<file path="src/rtl/mmio_responder_pkg.sv">
// Address map, register selector and BTN bit layout shared by the IO
// window responder and the core's instruction decoder.
package mmio_map_pkg;

  // Upper address bits that select the IO window (0xFFFFFC00-0xFFFFFFFF).
  localparam logic [21:0] IO_WINDOW_HIGH = 22'h3F_FFFF;

  // Byte offsets of the registers inside the window.
  localparam logic [9:0] OFF_LED   = 10'h000;
  localparam logic [9:0] OFF_SW    = 10'h004;
  localparam logic [9:0] OFF_BTN   = 10'h008;
  localparam logic [9:0] OFF_SEG   = 10'h00C;
  localparam logic [9:0] OFF_TIMER = 10'h010;

  // Bit positions inside the BTN register.
  localparam int BTN_LEVEL_BIT = 0;
  localparam int BTN_EVENT_BIT = 1;

  typedef enum logic [2:0] {
    REG_LED   = 3'd0,
    REG_SW    = 3'd1,
    REG_BTN   = 3'd2,
    REG_SEG   = 3'd3,
    REG_TIMER = 3'd4,
    REG_NONE  = 3'd5
  } reg_sel_e;

  // Map a byte offset to a register; the two byte-lane bits are ignored.
  function automatic reg_sel_e decode_reg(input logic [9:0] addr);
    reg_sel_e sel;
    case ({addr[9:2], 2'b00})
      OFF_LED:   sel = REG_LED;
      OFF_SW:    sel = REG_SW;
      OFF_BTN:   sel = REG_BTN;
      OFF_SEG:   sel = REG_SEG;
      OFF_TIMER: sel = REG_TIMER;
      default:   sel = REG_NONE;
    endcase
    return sel;
  endfunction

endpackage

</file>
<file path="src/rtl/mmio_responder_if.sv">
// IORead/IOWrite bus between the core (master) and the IO responder (slave).
interface mmio_responder_if;
  logic        IORead;
  logic        IOWrite;
  logic [9:0]  io_addr;
  logic [31:0] io_wdata;
  logic [31:0] io_rdata;

  modport master (
    output IORead,
    output IOWrite,
    output io_addr,
    output io_wdata,
    input  io_rdata
  );

  modport slave (
    input  IORead,
    input  IOWrite,
    input  io_addr,
    input  io_wdata,
    output io_rdata
  );
endinterface

</file>
<file path="src/rtl/mmio_responder_debounce.sv">
// Two-flop synchroniser followed by a stability counter for one bouncy input.
// rise_o is high during the single cycle whose closing edge turns level_o
// from 0 to 1, so a consumer flop can capture the press on the same edge.
module mmio_debounce #(
  parameter int CYCLES = 1000000
) (
  input  logic clk,
  input  logic rst_n,
  input  logic raw_i,
  output logic level_o,
  output logic rise_o
);

  localparam int            CW      = (CYCLES > 1) ? $clog2(CYCLES) : 1;
  localparam logic [CW-1:0] CNT_MAX = CW'(CYCLES - 1);

  logic          sync1_q;
  logic          sync2_q;
  logic          level_q;
  logic          level_d;
  logic [CW-1:0] cnt_q;
  logic [CW-1:0] cnt_d;
  logic          flip_s;

  // Count consecutive cycles the synchronised input disagrees with the level.
  always_comb begin
    level_d = level_q;
    cnt_d   = cnt_q;
    flip_s  = 1'b0;
    if (sync2_q == level_q) begin
      cnt_d = {CW{1'b0}};
    end else if (cnt_q == CNT_MAX) begin
      level_d = ~level_q;
      cnt_d   = {CW{1'b0}};
      flip_s  = 1'b1;
    end else begin
      cnt_d = cnt_q + CW'(1);
    end
  end

  // Synchroniser, debounced level and stability counter state.
  always_ff @(posedge clk or negedge rst_n) begin
    if (!rst_n) begin
      sync1_q <= 1'b0;
      sync2_q <= 1'b0;
      level_q <= 1'b0;
      cnt_q   <= {CW{1'b0}};
    end else begin
      sync1_q <= raw_i;
      sync2_q <= sync1_q;
      level_q <= level_d;
      cnt_q   <= cnt_d;
    end
  end

  assign level_o = level_q;
  assign rise_o  = flip_s & ~level_q;

endmodule

</file>
<file path="src/rtl/mmio_responder.sv">
// IO window responder: LED and seven-segment registers, synchronised
// switches, debounced button with sticky press event, millisecond timer.
// Read data is combinational so the single-cycle core sees it in-cycle.
module mmio_responder
  import mmio_map_pkg::*;
#(
  parameter int LED_WIDTH       = 16,
  parameter int SW_WIDTH        = 16,
  parameter int DEBOUNCE_CYCLES = 1000000,
  parameter int TIMER_DIV       = 100000
) (
  input  logic                 clk,
  input  logic                 rst_n,
  mmio_responder_if.slave      bus,
  input  logic [SW_WIDTH-1:0]  switch_in,
  input  logic                 button_in,
  output logic [LED_WIDTH-1:0] led_out,
  output logic [31:0]          seg_data
);

  localparam int            PW        = (TIMER_DIV > 1) ? $clog2(TIMER_DIV) : 1;
  localparam logic [PW-1:0] PRESC_MAX = PW'(TIMER_DIV - 1);

  reg_sel_e             sel_s;
  logic                 wr_led_s;
  logic                 wr_seg_s;
  logic                 wr_timer_s;
  logic                 rd_btn_s;
  logic                 btn_level_s;
  logic                 btn_rise_s;
  logic [31:0]          rdata_s;

  logic [LED_WIDTH-1:0] led_q;
  logic [LED_WIDTH-1:0] led_d;
  logic [31:0]          seg_q;
  logic [31:0]          seg_d;
  logic [SW_WIDTH-1:0]  sw_sync1_q;
  logic [SW_WIDTH-1:0]  sw_sync2_q;
  logic [31:0]          timer_q;
  logic [31:0]          timer_d;
  logic [PW-1:0]        presc_q;
  logic [PW-1:0]        presc_d;
  logic                 press_q;
  logic                 press_d;

  assign sel_s      = decode_reg(bus.io_addr);
  assign wr_led_s   = bus.IOWrite & (sel_s == REG_LED);
  assign wr_seg_s   = bus.IOWrite & (sel_s == REG_SEG);
  assign wr_timer_s = bus.IOWrite & (sel_s == REG_TIMER);
  assign rd_btn_s   = bus.IORead  & (sel_s == REG_BTN);

  mmio_debounce #(
    .CYCLES (DEBOUNCE_CYCLES)
  ) u_btn_debounce (
    .clk     (clk),
    .rst_n   (rst_n),
    .raw_i   (button_in),
    .level_o (btn_level_s),
    .rise_o  (btn_rise_s)
  );

  // Next state of the writable registers and the sticky press event.
  always_comb begin
    led_d = led_q;
    seg_d = seg_q;
    if (wr_led_s) begin
      led_d = bus.io_wdata[LED_WIDTH-1:0];
    end else begin
      led_d = led_q;
    end
    if (wr_seg_s) begin
      seg_d = bus.io_wdata;
    end else begin
      seg_d = seg_q;
    end
    // A BTN read clears the event, but a press landing on the same edge wins.
    press_d = (press_q & ~rd_btn_s) | btn_rise_s;
  end

  // Prescaler and timer; a TIMER write restarts both, even on a wrap edge.
  always_comb begin
    presc_d = presc_q;
    timer_d = timer_q;
    if (wr_timer_s) begin
      presc_d = {PW{1'b0}};
      timer_d = 32'h0000_0000;
    end else if (presc_q == PRESC_MAX) begin
      presc_d = {PW{1'b0}};
      timer_d = timer_q + 32'd1;
    end else begin
      presc_d = presc_q + PW'(1);
    end
  end

  // Register state, switch synchroniser and timer counters.
  always_ff @(posedge clk or negedge rst_n) begin
    if (!rst_n) begin
      led_q      <= {LED_WIDTH{1'b0}};
      seg_q      <= 32'h0000_0000;
      sw_sync1_q <= {SW_WIDTH{1'b0}};
      sw_sync2_q <= {SW_WIDTH{1'b0}};
      timer_q    <= 32'h0000_0000;
      presc_q    <= {PW{1'b0}};
      press_q    <= 1'b0;
    end else begin
      led_q      <= led_d;
      seg_q      <= seg_d;
      sw_sync1_q <= switch_in;
      sw_sync2_q <= sw_sync1_q;
      timer_q    <= timer_d;
      presc_q    <= presc_d;
      press_q    <= press_d;
    end
  end

  // Read mux from current register state; zero when no load is in flight.
  always_comb begin
    rdata_s = 32'h0000_0000;
    if (bus.IORead) begin
      case (sel_s)
        REG_LED:   rdata_s = 32'(led_q);
        REG_SW:    rdata_s = 32'(sw_sync2_q);
        REG_BTN: begin
          rdata_s[BTN_LEVEL_BIT] = btn_level_s;
          rdata_s[BTN_EVENT_BIT] = press_q;
        end
        REG_SEG:   rdata_s = seg_q;
        REG_TIMER: rdata_s = timer_q;
        default:   rdata_s = 32'h0000_0000;
      endcase
    end else begin
      rdata_s = 32'h0000_0000;
    end
  end

  assign bus.io_rdata = rdata_s;
  assign led_out      = led_q;
  assign seg_data     = seg_q;

endmodule
</file>
<file path="src/flat_wrapper.sv">
// flat-port wrapper written by rule: the top's interface ports become plain ports
module mmio_responder_flat import mmio_map_pkg::*;
#(
  parameter int LED_WIDTH       = 16,
  parameter int SW_WIDTH        = 16,
  parameter int DEBOUNCE_CYCLES = 1000000,
  parameter int TIMER_DIV       = 100000
)
  (clk, rst_n, switch_in, button_in, led_out, seg_data, bus_IORead, bus_IOWrite, bus_io_addr, bus_io_wdata, bus_io_rdata);
  mmio_responder_if bus_i ();
  input  logic clk;
  input  logic rst_n;
  input  logic [SW_WIDTH-1:0] switch_in;
  input  logic button_in;
  output logic [LED_WIDTH-1:0] led_out;
  output logic [31:0] seg_data;
  input wire logic [$bits(bus_i.IORead)-1:0] bus_IORead;
  input wire logic [$bits(bus_i.IOWrite)-1:0] bus_IOWrite;
  input wire logic [$bits(bus_i.io_addr)-1:0] bus_io_addr;
  input wire logic [$bits(bus_i.io_wdata)-1:0] bus_io_wdata;
  output wire logic [$bits(bus_i.io_rdata)-1:0] bus_io_rdata;
  assign bus_i.IORead = bus_IORead;
  assign bus_i.IOWrite = bus_IOWrite;
  assign bus_i.io_addr = bus_io_addr;
  assign bus_i.io_wdata = bus_io_wdata;
  assign bus_io_rdata = bus_i.io_rdata;
  mmio_responder #(.LED_WIDTH(LED_WIDTH), .SW_WIDTH(SW_WIDTH), .DEBOUNCE_CYCLES(DEBOUNCE_CYCLES), .TIMER_DIV(TIMER_DIV)) u_core (.clk(clk), .rst_n(rst_n), .bus(bus_i), .switch_in(switch_in), .button_in(button_in), .led_out(led_out), .seg_data(seg_data));
endmodule
</file>
<file path="config.mk">
export PLATFORM = sky130hd
export DESIGN_NAME = mmio_responder_flat
export DESIGN_NICKNAME = d
export VERILOG_FILES = /design/src/rtl/mmio_responder_pkg.sv /design/src/rtl/mmio_responder_if.sv /design/src/rtl/mmio_responder_debounce.sv /design/src/rtl/mmio_responder.sv /design/src/flat_wrapper.sv
export SDC_FILE = /design/constraint.sdc
export NUM_CORES = 1
export LEC_CHECK = 0
export BUFFER_PORTS_ARGS = -buffer_cell sky130_fd_sc_hd__clkbuf_2
export CAP_MARGIN = 20
export CORE_ASPECT_RATIO = 0.75
export CORE_MARGIN = 3
export CORE_UTILIZATION = 50
export DETAILED_ROUTE_END_ITERATION = 8
export PLACE_DENSITY = 0.73
export SYNTH_ARGS = -nofsm -noshare
export SYNTH_HDL_FRONTEND = slang
export SYNTH_SLANG_ARGS = --single-unit
</file>
<file path="constraint.sdc">
create_clock -name clk -period 2.5 [get_ports clk]
set_input_delay 0.25 -clock clk [delete_from_list [all_inputs] [get_ports clk]]
set_output_delay 0.25 -clock clk [all_outputs]
set_load 0.1 [all_outputs]
</file>
==> reports/qor.yml, run 1 <==
status:
  status: "completed"
yosys:
  ys_ff_latch: 153
  yosys_warnings: 0
  async_reset_ff_share_pct: 100
  synthFlopType: "dfrtp_1"
  synth_area_sq_um: 7270
  synthAdderAreaFrac_pct: 0.516
  synth_cells: 656
  synthMuxAreaShare_pct: 11.6
  synth.avg_cell_area_sq_um: 11.1
  seq_area_frac_synth_pct: 52.6
  synth_edf_count: 0
  synth_cell_type_count: 51
  synth_xor_xnor_area_share_pct: 3.13
  synthSimpleGateAreaFrac_pct: 18.7
  synth_top_family_by_area: "simple AND/OR/NAND/NOR gates"
  synth_compound_area_share_pct: 10.1
  synth_fp_nets: 722
layout:
  regArea_sq_um: 3830
  antennaDiodeCount: 0
  drive_above_1_share_pct: 35.2
  design_area_sq_um: 9560
  area_growth_pct: 31.4
  multi_input_area_sq_um: 3320
  layout_commonest_cell: "dfrtp_1"
  fillCellCount: 1015
  final_cell_mix: "dfrtp_1 (153), clkbuf_2 (107), mux2_2 (49), buf_12 (34), nor2_1 (31)"
  final_util_pct: 68.4
  nets: 878
clock_network:
  post_cts_resized: 0
  cts-buffers-inserted: 17
  cts_tree: "yes"
  clockBufferDepth: 2
  clock-sinks: 153
  h-tree-depth: 4
  clk_latency_ns: 0.42
  cts_root_buf: "clkbuf_16"
  cts_setup_buffers: 0
  path_clk_slew_ns: 0.06
  hold_buffers: 18
global_routing:
  grt_start_max_net_pins: 63
  busiest_layer: "met2"
  track_usage_pct: 23.0
  met1_usage_pct: 32.7
  met2_usage_pct: 36.3
  grt.overflow.total: 0
  grt_pass1_wl_mm: 30.5
  met3_usage_pct: 4.63
  grt_pass1_vias: 5855
  antenna_found_initial: 0
routing:
  first_iter_violations: 411
  drc: 0
  detail-route-antenna-nets: 0
  wl_per_cell_um: 17.9
  routed_via_density: 5.80
  dr.pass1.iters: 5
  wirelength_mm: 18.3
  vias: 5912
die:
  start_util_pct: 52.0
  die_x_um: 145
  core_sq_um: 14000
  pin_count: 143
  rows: 37
  fp.dieH_um: 110
  die-area_sq_um: 16000
sta:
  fin_crit_ns: 2.27
  fin_ws_ns: 0.234
  clock.fmax_mhz: 441
  whs_ns: 0.0635
  slew_headroom_pct: 63.0
  setup_viol: 0
  finalClockSkew_ns: 0.0155
  post-route-period-util_pct: 90.7
  tns_ns: 0
  final-max-slew-violation-count: 0
  hold_violations: 0
  grt_setup_unrepaired: "no"
  tightest_slew_ns: 0.558
placed_design:
  place_hpwl_mm: 12.7
  place.gp.congestion: 0.866
  placed_area_sq_um: 8800
  pre_cts_slack_ns: 0.113
  portBuffers: 140
run:
  cap_violations: 0
pwr:
  p_leak_nw: 4.21
  ir_drop_v: 0.000553
  power_density_nw_per_um2: 648
critical_path:
  crit_path_start: "bus_io_addr[9]"
  arrival_ns: 2.02
  cp-start-kind: "input pin"
  end_kind: "output port"
  critical_path_class: "input pin to output port"
  path_max_fanout: 6
  r2r-start: "u_core.timer_q[2]"
  cp_data_required_time_ns: 2.25
worst_hold_path:
  hp-start: "bus_io_wdata[24]"
  hold_class: "input pin to flop"
[registers in the layout, indices dropped and copies added, names as in the netlist]
name	flops
u_core.sw_sync1_q	16
u_core.led_out	16
u_core.u_btn_debounce.cnt_q	20
u_core.presc_q	17
u_core.seg_data	32
u_core.press_q	1
u_core.sw_sync2_q	16
u_core.u_btn_debounce.sync2_q	1
u_core.u_btn_debounce.sync1_q	1
u_core.u_btn_debounce.level_o	1
u_core.timer_q	32
[stage by stage]
step | total power, mW | instances
after CTS | 6.21 | 1020
after global routing | 6.42 | 1020
after global placement | 3.65 | 970
final | 6.19 | 1020
after detailed placement | 3.68 | 970
after floorplan | 3.41 | 656
[synthesized netlist by cell type, types with 2 or more instances]
cell type / n / area share [%]
buf_1: 5 / 0.26
clkbuf_1: 20 / 1.0
a21oi_1: 29 / 2.0
and3_1: 9 / 0.77
o21ai_0: 13 / 0.89
nand3_1: 25 / 1.7
dfrtp_1: 153 / 53
nand2_1: 28 / 1.4
or4_2: 4 / 0.48
o31ai_1: 16 / 1.7
nor2_1: 63 / 3.3
and4_1: 12 / 1.4
nand2b_1: 9 / 0.77
or3_1: 11 / 0.95
buf_2: 11 / 0.76
nor4bb_1: 3 / 0.41
o2bb2ai_1: 8 / 0.96
and2_1: 4 / 0.34
nor4_1: 11 / 0.95
mux4_2: 2 / 0.62
nand4_1: 24 / 2.1
a22oi_1: 26 / 2.7
mux2i_1: 25 / 3.4
a22o_1: 6 / 0.72
or4_1: 21 / 2.2
mux2_2: 49 / 7.6
nor4b_1: 2 / 0.24
ha_1: 3 / 0.52
buf_4: 2 / 0.21
a2bb2oi_1: 6 / 0.72
xor2_1: 21 / 2.5
buf_6: 2 / 0.31
inv_1: 10 / 0.52
nand4_2: 2 / 0.34
xnor2_1: 5 / 0.60
[cell families after synthesis]
group           after synthesis
flops                       153
fa+ha+maj                     3
simple gates                238
xor+xnor                     26
mux                          76
buf+inv                      52
compound gates              108
[path summary, 6_finish.rpt]
kind	to	slack [ns]	depth (start not counted)
setup reg to reg	u_core.timer_q[26]	0.29	4
hold reg to reg	u_core.u_btn_debounce.sync2_q	0.35	0
hold / removal	u_core.seg_data[24]	0.06	2
max in group asynchronous	u_core.sw_sync2_q[3]	1.46	3
setup / recovery	bus_io_rdata[3]	0.23	6
min in group asynchronous	u_core.sw_sync2_q[15]	0.30	2
[critical path, stage by stage]
cell	delay, ns
clkbuf_2	0.08
or4_1	0.54
or4_1	0.59
a2bb2oi_1	0.20
nor2_2	0.15
buf_12	0.20
[metal layers]
metal	part of all wire, %	wire length, um	vias up
met3	6.0	1100	22
met2	48	8740	205
li1	-	-	2746
met4	1.1	195	0
met5	0	0	-
met1	45	8270	2939
[cell type report]
cell class                 instances  share of cell area, %
inverter                          10                  0.393
clock inverter                    15                   1.64
sequential                       153                   40.1
timing repair buffer             179                   16.2
clock buffer                      17                   4.45
tap                              195                   2.55
multi-input combinational        451                   34.7
[where the power goes]
| part | leakage, nW | internal, mW | switching (mW) | total (mW) |
|---|---|---|---|---|
| clock | 0.277 | 1.41 | 1.11 | 2.52 |
| sequential | 1.93 | 2.63 | 0.179 | 2.81 |
| combinational | 2.01 | 0.271 | 0.590 | 0.861 |
| total | 4.21 | 4.31 | 1.88 | 6.19 |
No activity file was read; power rests on OpenSTA's default activity.
==> run 2, diff against run 1 <==
--- a/config.mk
+++ b/config.mk
@@ -5,13 +5,12 @@
 export SDC_FILE = /design/constraint.sdc
 export NUM_CORES = 1
 export LEC_CHECK = 0
-export BUFFER_PORTS_ARGS = -buffer_cell sky130_fd_sc_hd__clkbuf_2
 export CAP_MARGIN = 20
 export CORE_ASPECT_RATIO = 0.75
 export CORE_MARGIN = 3
 export CORE_UTILIZATION = 50
 export DETAILED_ROUTE_END_ITERATION = 8
-export PLACE_DENSITY = 0.73
+export DONT_BUFFER_PORTS = 1
 export SYNTH_ARGS = -nofsm -noshare
 export SYNTH_HDL_FRONTEND = slang
 export SYNTH_SLANG_ARGS = --single-unit
==> reports/qor.yml, run 2 (synthesis gave the netlist of run 1 again) <==
critical_path:
  arrival_ns: 2.58  # +0.56 ns
  cp-start-kind: "flop"
  slowest_stage: "or4_1"
  cp_data_required_time_ns: 2.85  # +0.60 ns
  worstPathCellList: "nor4b_1 > nand4_2 > buf_4 > or4_1 > a21oi_1"
  critical_path_class: "flop to flop"
  critical-path-top-delay-family: "simple AND/OR/NAND/NOR gates"
  critPathMaxStageDelay_ns: 0.52  # -0.07 ns
  cp_num_buf_inv: 1  # -1
  end_kind: "flop"
  path_max_fanout: 17  # +11
die:
  die-area_sq_um: 16000  # unchanged
  die_x_um: 145  # unchanged
  pin_count: 143  # unchanged
  start_util_pct: 52.0  # unchanged
  core_sq_um: 14000  # unchanged
  fp.dieH_um: 110  # unchanged
  rows: 37  # unchanged
layout:
  area_growth_pct: 32.9
  layout_commonest_cell: "dfrtp_1"
  nets: 845  # -3.8%
  stdcell_count: 987  # -3.2%
  drive_above_1_share_pct: 28.5  # -6.6 points
  final_cell_mix: "dfrtp_1 (153), buf_4 (63), mux2_2 (49), dlygate4sd3_1 (49), buf_12 (34)"
  design_area_sq_um: 9660  # +1.1%
  antennaDiodeCount: 0  # unchanged
global_routing:
  grt_start_max_net_pins: 154  # +140%
  grt_pass1_vias: 6025  # +2.9%
  antenna_found_initial: 0  # unchanged
  grt.overflow.total: 0  # unchanged
  grt_pass1_wl_mm: 31.6  # +3.6%
  track_usage_pct: 24.1  # +1.2 points
sta:
  hold_violations: 153  # +153
  grt_setup_unrepaired: "no"
  whs_ns: -0.486  # -0.550 ns
  fin_crit_ns: 2.23  # -0.0357 ns
  slew_headroom_pct: 57.3  # -5.6 points
  finalClockSkew_ns: 0.0105  # -0.00498 ns
  clock.fmax_mhz: 448  # +1.6%
  post-route-period-util_pct: 89.2  # -1.4 points
  tightest_slew_ns: 0.634  # +0.0763 ns
  final-max-slew-violation-count: 0  # unchanged
  setup_viol: 0  # unchanged
placed_design:
  placed_area_sq_um: 8580  # -2.5%
  place_hpwl_mm: 12.4  # -2.7%
  place_inst: 906  # -6.6%
  place.gp.congestion: 0.801  # -7.5%
  portBuffers: 0  # -100%
clock_network:
  hold_buffers: 49  # +31
  cts_setup_buffers: 0  # unchanged
  cts_tree: "yes"
  cts-buffers-inserted: 17  # unchanged
  h-tree-depth: 4  # unchanged
  clockBufferDepth: 2  # unchanged
  post_cts_resized: 0  # unchanged
  clk_latency_ns: 0.43  # about the same
  cts_root_buf: "clkbuf_16"
  clock-sinks: 153  # unchanged
  path_clk_slew_ns: 0.06  # about the same
routing:
  wirelength_mm: 18.5  # +0.98%
  routed_via_density: 5.85  # +0.97%
  wl_per_cell_um: 18.7  # +4.4%
  detail-route-antenna-nets: 0  # unchanged
  vias: 5776  # -2.3%
  drc: 0  # unchanged
  first_iter_violations: 328  # -20%
  dr.pass1.iters: 4  # -1
pwr:
  power_density_nw_per_um2: 644  # -0.57%
  ir_drop_v: 0.000442  # -20%
  power_mw: 6.22  # +0.51%
  p_leak_nw: 4.12  # -2.2%
run:
  cap_violations: 0  # unchanged
worst_hold_path:
  hold_class: "input pin to asynchronous set/reset pin"
status:
  violations: "hold timing"
  status: "finished with violations"
run 2: changes by cell type in the layout (fill, tap and decap cells not counted), moves of 2 or more:
| cell | delta |
|---|---|
| buf_4 | +44 |
| clkbuf_2 | -107 |
| clkinvlp_4 | -2 |
| dlygate4sd3_1 | +31 |
run 2: final timing paths:
kind / start / end / slack (ns) / cells past startpoint
max: u_core.presc_q[11] / u_core.timer_q[16] / 0.27 / 5
min: rst_n / u_core.seg_data[30] / -0.49 / 0
max reg2reg: u_core.presc_q[11] / u_core.timer_q[16] / 0.27 / 5
min reg2reg: u_core.sw_sync1_q[6] / u_core.sw_sync2_q[6] / 0.34 / 0
max in group asynchronous: rst_n / u_core.sw_sync2_q[1] / 2.78 / 0
min in group clk: bus_IORead / u_core.press_q / 0.04 / 2
run 2: final cells by class:
cell class / count / area, sq um
Tap cell: 195 / 244
Multi-Input combinational cell: 451 / 3320
Clock buffer: 18 / 439
Fill cell: 1039 / 4320
Inverter: 10 / 37.5
Clock inverter: 14 / 153
Sequential cell: 153 / 3830
Timing Repair Buffer: 146 / 1640
run 2: metrics by stage:
step | setup slack (ns) | util [%] | setup TNS [ns]
floorplan | -0.113 | - | -2.61
global placement | 0.280 | 61.4 | 0
detailed placement | 0.291 | 61.4 | 0
CTS | 0.275 | 69.1 | 0
global route | 0.163 | 69.1 | 0
finish | 0.269 | 69.1 | 0
run 2: metal layers:
| layer | part of all wire [%] | wire length [um] | global-route usage, % | vias to the layer above |
|---|---|---|---|---|
| met3 | 5.6 | 1040 | 6.73 | 25 |
| met5 | 0 | 0 | 0 | - |
| met4 | 1.3 | 245 | 6.77 | 0 |
| li1 | - | - | - | 2691 |
| met1 | 45 | 8300 | 32.2 | 2892 |
| met2 | 48 | 8890 | 39.0 | 168 |
run 2: report_power, final:
part	switching, mW	leakage, nW	internal (mW)
Sequential	0.162	1.93	2.63
Combinational	0.537	1.90	0.295
Clock	1.15	0.290	1.44
Total	1.85	4.12	4.37
